--- src/rtl/fifo_param.sv ---
// fifo_param: parametrised single-clock FIFO with occupancy count,
// almost-full/almost-empty thresholds and one-cycle overflow/underflow pulses.
// Optional macro FIFO_FWFT_EN selects first-word fall-through output; without
// it, reads are registered with one cycle of latency.
//
// Handshake: a write is taken at a rising edge when WR=1 and FULL=0; a read is
// taken when RD=1 and EMPTY=0. Both use the flags as they stand before the
// edge, so a same-cycle read never makes room for a write and a same-cycle
// write never feeds a read. A refused request raises OVER/UNDER for one cycle.
module fifo_param #(
  parameter int WIDTH     = 16,
  parameter int DEPTH     = 8,
  parameter int AFULL_TH  = DEPTH - 1,
  parameter int AEMPTY_TH = 1
) (
  input  logic                     CLK,
  input  logic                     RST,
  input  logic                     WR,
  input  logic                     RD,
  input  logic [WIDTH-1:0]         DIN,
  output logic [WIDTH-1:0]         DOUT,
  output logic                     VALID,
  output logic                     FULL,
  output logic                     almostFULL,
  output logic                     EMPTY,
  output logic                     almostEMPTY,
  output logic                     OVER,
  output logic                     UNDER,
  output logic [$clog2(DEPTH):0]   COUNT
);

  localparam int AW = $clog2(DEPTH);
  localparam int CW = AW + 1;

  // Thresholds sized to the count so flag decodes compare like widths.
  localparam logic [CW-1:0] DEPTH_C  = CW'(DEPTH);
  localparam logic [CW-1:0] AFULL_C  = CW'(AFULL_TH);
  localparam logic [CW-1:0] AEMPTY_C = CW'(AEMPTY_TH);

  // Illegal configurations are rejected at elaboration.
  if (DEPTH < 2 || (DEPTH & (DEPTH - 1)) != 0) begin : g_bad_depth
    $error("fifo_param: DEPTH must be a power of 2 and >= 2");
  end
  if (AFULL_TH < 1 || AFULL_TH > DEPTH) begin : g_bad_afull
    $error("fifo_param: AFULL_TH out of range 1..DEPTH");
  end
  if (AEMPTY_TH < 0 || AEMPTY_TH > DEPTH - 1) begin : g_bad_aempty
    $error("fifo_param: AEMPTY_TH out of range 0..DEPTH-1");
  end

  logic [WIDTH-1:0] mem [DEPTH];
  logic [AW-1:0]    wptr;
  logic [AW-1:0]    rptr;
  logic [CW-1:0]    count;
  logic             wr_ok;
  logic             rd_ok;

  // Accept decisions use the registered flags only.
  assign wr_ok = WR & ~FULL;
  assign rd_ok = RD & ~EMPTY;

  // Flags are pure decodes of the registered occupancy.
  assign FULL        = (count == DEPTH_C);
  assign EMPTY       = (count == '0);
  assign almostFULL  = (count >= AFULL_C);
  assign almostEMPTY = (count <= AEMPTY_C);
  assign COUNT       = count;

  // Storage is never reset; after reset the pointers make old entries unreachable.
  always_ff @(posedge CLK) begin
    if (wr_ok) begin
      mem[wptr] <= DIN;
    end
  end

  // Pointers, occupancy and the error pulses.
  always_ff @(posedge CLK or posedge RST) begin
    if (RST) begin
      wptr  <= '0;
      rptr  <= '0;
      count <= '0;
      OVER  <= 1'b0;
      UNDER <= 1'b0;
    end else begin
      OVER  <= WR & FULL;
      UNDER <= RD & EMPTY;
      if (wr_ok) begin
        wptr <= wptr + 1'b1;
      end
      if (rd_ok) begin
        rptr <= rptr + 1'b1;
      end
      case ({wr_ok, rd_ok})
        2'b10:   count <= count + 1'b1;
        2'b01:   count <= count - 1'b1;
        default: count <= count;
      endcase
    end
  end

`ifdef FIFO_FWFT_EN
  // Head of queue is always presented; RD acknowledges and pops it.
  assign DOUT  = mem[rptr];
  assign VALID = ~EMPTY;
`else
  logic [WIDTH-1:0] dout_r;
  logic             valid_r;

  // Registered read port: data and VALID appear the cycle after acceptance.
  always_ff @(posedge CLK or posedge RST) begin
    if (RST) begin
      dout_r  <= '0;
      valid_r <= 1'b0;
    end else begin
      valid_r <= rd_ok;
      if (rd_ok) begin
        dout_r <= mem[rptr];
      end
    end
  end

  assign DOUT  = dout_r;
  assign VALID = valid_r;
`endif

endmodule

--- config.mk ---
export PLATFORM = sky130hd
export DESIGN_NAME = fifo_param
export DESIGN_NICKNAME = d
export VERILOG_FILES = /design/src/rtl/fifo_param.sv
export SDC_FILE = /design/constraint.sdc
export NUM_CORES = 1
export LEC_CHECK = 0
export CORE_MARGIN = 10
export CORE_UTILIZATION = 50
export DETAILED_ROUTE_END_ITERATION = 7
export PLACE_DENSITY = 0.84
export SETUP_SLACK_MARGIN = 0.5
export SYNTH_ARGS = -nofsm -noshare
export SYNTH_HDL_FRONTEND = slang
export SYNTH_SLANG_ARGS = --single-unit
--- constraint.sdc ---
create_clock -name CLK -period 2.4 [get_ports CLK]
set_input_delay 0.48 -clock CLK [delete_from_list [all_inputs] [get_ports CLK]]
set_output_delay 0.48 -clock CLK [all_outputs]
set_load 0.01 [all_outputs]
==> results_dict.tcl <==
set metrics [dict create \
    ir_worst_vdd_v 0.000854 \
    port_buffers 46 \
    timing.fmax_ghz 0.499 \
    synth_top_flop_cell "edfxtp_1" \
    gr-total-overflow 0 \
    postSynthCellCount 360 \
    outcome "completed" \
    final_core_util_pct 65.3 \
    grt_max_degree 36 \
    clock_latency_ns 0.43 \
    ys_types 32 \
    clockBufferDepth 2 \
    layout.cells.non_filler 618 \
    timing.final.crit_share_pct 83.5 \
    slew_headroom_pct 55.8 \
    maxCapViolations 0 \
    final_nets 463 \
    worstPathArrival_ns 1.52 \
    async_flop_share_pct 18.5 \
    areaGrowthSynthToFinish_pct 26.4 \
    antenna_found_initial 0 \
    combPwrFrac_pct 33.7 \
    tritoncts "yes" \
    post-route-drc-count 0 \
    finClkSkew_ns 0.00961 \
    critPathBufInv 2 \
    start_kind "register" \
    crit_path_end_kind "output port" \
    p_leak_nw 2.86 \
    cp_top_family "flip-flops" \
    rows 40 \
    antenna_left 0 \
    cts_made_buffers 17 \
    path_cells "inv_2 > ha_4 > nor3b_4 > buf_2" \
    cp_max_fo 4 \
    synth_warnings 0 \
    holdBufCountCts 0 \
    p_per_area_mw_per_mm2 1270 \
    finalSetupTns_ns 0 \
    clk_pin_slew_ns 0.07 \
    hold_viol_final 0 \
    chipWidth_um 132 \
    initial_utilization_pct 51.7 \
    worstPathRequired_ns 1.92 \
    pwr-share-seq_pct 38.0 \
    reg2reg_depth 8 \
    drt-initial-drc-count 274 \
    rsz0062_at_grt "true" \
    grt_pass1_vias 3667 \
    track_usage_pct 15.2 \
    syn-num-nets 386 \
    layout-drive-gt1-share_pct 29.6 \
    cp_slowest_cell "dfrtp_2" \
    setup_viol 0 \
    worstMarginPinSlew_ns 0.661 \
    boundaryPins 47 \
    firstDrtPassIters 4 \
    r2r_setup_slack_ns 0.40 \
    die_area_sq_mm 0.0175 \
    viasPerCell 5.65 \
    post-synth-top-count-cell "edfxtp_1" \
    p_clk_share_pct 28.3 \
    place_congestion 0.738 \
    h-tree-depth 4 \
    diodes 0 \
    die_h_um 132 \
    switching_share_pct 31.8 \
    hold_path.class "primary input to async pin" \
    clock-root-buffer "clkbuf_16" \
    synth_area_sq_mm 0.00628 \
    p_sw_mw 3.22 \
    worst-setup-path-type "register to output port" \
    grt_pass1_wl_um 20300 \
    core-area_sq_mm 0.0122 \
    synth_area_leaders "edfxtp_1 61%, dfrtp_1 12%, mux2i_1 5.3%" \
    dp_cells 573 \
    fin_crit_ns 2.00 \
    p_int_mw 6.89 \
    worstReg2RegEnd "COUNT[3]" \
    wl_per_cell_um 21.7 \
    synth-edff-count 128 \
    cts_sinks 157 \
    dp_hpwl_um 7520 \
    ys_seq_elements 157 \
    syn_avg_cell_area_sq_um 17.5 \
    synth_seq_area_share_pct 72.7 \
    drv_slew 0 \
    synth.top_cells.by_count "128 x edfxtp_1, 33 x mux2i_1, 29 x dfrtp_1" \
    r2r-start "COUNT[0]" \
    vias 3492 \
    wl_um 13400 \
    synth_top_area_share_pct 61.2 \
    cpPeakStageDelay_ns 0.43 \
    synth_top_area_cell "edfxtp_1" \
]
[registers in the layout (all words and copies together), names as in the netlist]
signal and count:
COUNT 4, mem 128, OVER 1, rptr 3
wptr 3, VALID 1, DOUT 16, UNDER 1
[metrics by stage]
stage,hold WS (ns),cell area (sq um),power [mW],worst slack (ns)
6_report,0.466,7940,10.1,0.396
5_1_grt,0.515,7940,10.5,0.335
4_1_cts,0.469,7860,10.0,0.414
3_5_place_dp,0.499,7140,7.05,0.146
3_3_place_gp,0.486,7140,6.92,0.215
2_1_floorplan,0.485,6370,5.92,0.182
[power by group through the flow]
| stage | logic, mW | registers, mW | clock network (mW) |
|---|---|---|---|
| after CTS | 3.30 | 3.83 | 2.89 |
| after detailed placement | 3.16 | 3.89 | 0 |
| final | 3.41 | 3.83 | 2.86 |
| after floorplan | 2.01 | 3.91 | 0 |
| after global placement | 3.06 | 3.86 | 0 |
| after global routing | 3.64 | 3.89 | 3.01 |
[logic make-up after synthesis]
logic type / synth area share (%)
AND/OR/NAND/NOR: 2.65
flip-flops: 72.7
buffers and inverters: 2.41
AO/OA/AOI/OAI: 8.56
multiplexers: 11.4
adder cells (fa/ha/maj): 1.19
XOR/XNOR: 1.12
[placed cells by master (no fill, tap or decap), types with 3 or more instances in the layout]
cell,count
clkbuf_16,17
mux2_2,23
a22o_1,16
mux2_1,11
edfxtp_1,128
o21ai_1,7
inv_8,5
buf_4,17
nor2_2,4
nand2_1,3
xnor2_1,5
bufinv_16,3
o31ai_2,16
buf_6,4
nand3b_1,3
o22ai_1,16
buf_2,4
nor2_1,3
dfrtp_1,24
dfrtp_2,5
inv_6,3
ha_4,3
buf_12,9
clkdlybuf4s50_1,39
nand2b_1,3
o21ai_0,10
mux2i_1,33
[worst min-delay path, cell delays in order]
cell and delay [ns]:
clkdlybuf4s50_1 0.40, inv_1 0.06, buf_4 0.39
[worst max-delay path by stage]
stage,depth (start not counted),from,endpoint,slack (ns)
after floorplan,11,COUNT[0],COUNT[3],0.18
after global placement,7,RD,COUNT[3],0.22
after detailed placement,7,RD,COUNT[3],0.15
after CTS,4,COUNT[1],EMPTY,0.41
after global routing,4,COUNT[0],EMPTY,0.34
final,4,COUNT[0],EMPTY,0.40
[what timing repair did]
item / 4_1_cts / 5_1_grt
setup buffers: 9 / 4
pin swaps: 2 / 6
gates resized for setup: 26 / 13
setup endpoints to repair: 13 / 88
[area by class of cell]
type                    instances  area [sq um]
clock inverters                14           196
flip-flops and latches        157          4580
repair buffers                 76           793
clock buffers                  18           439
fillers                       817          4220
well taps                     168           210
inverters                       6          27.5
multi-input cells             179          1700
[per-layer routing]
layer	track usage, %	vias up	share of wire (%)
li1	-	1569	-
met4	5.75	0	1.5
met5	0	-	0
met3	4.73	14	7.5
met1	18.7	1785	40
met2	24.7	124	51
(Power assumes the default switching activity.)
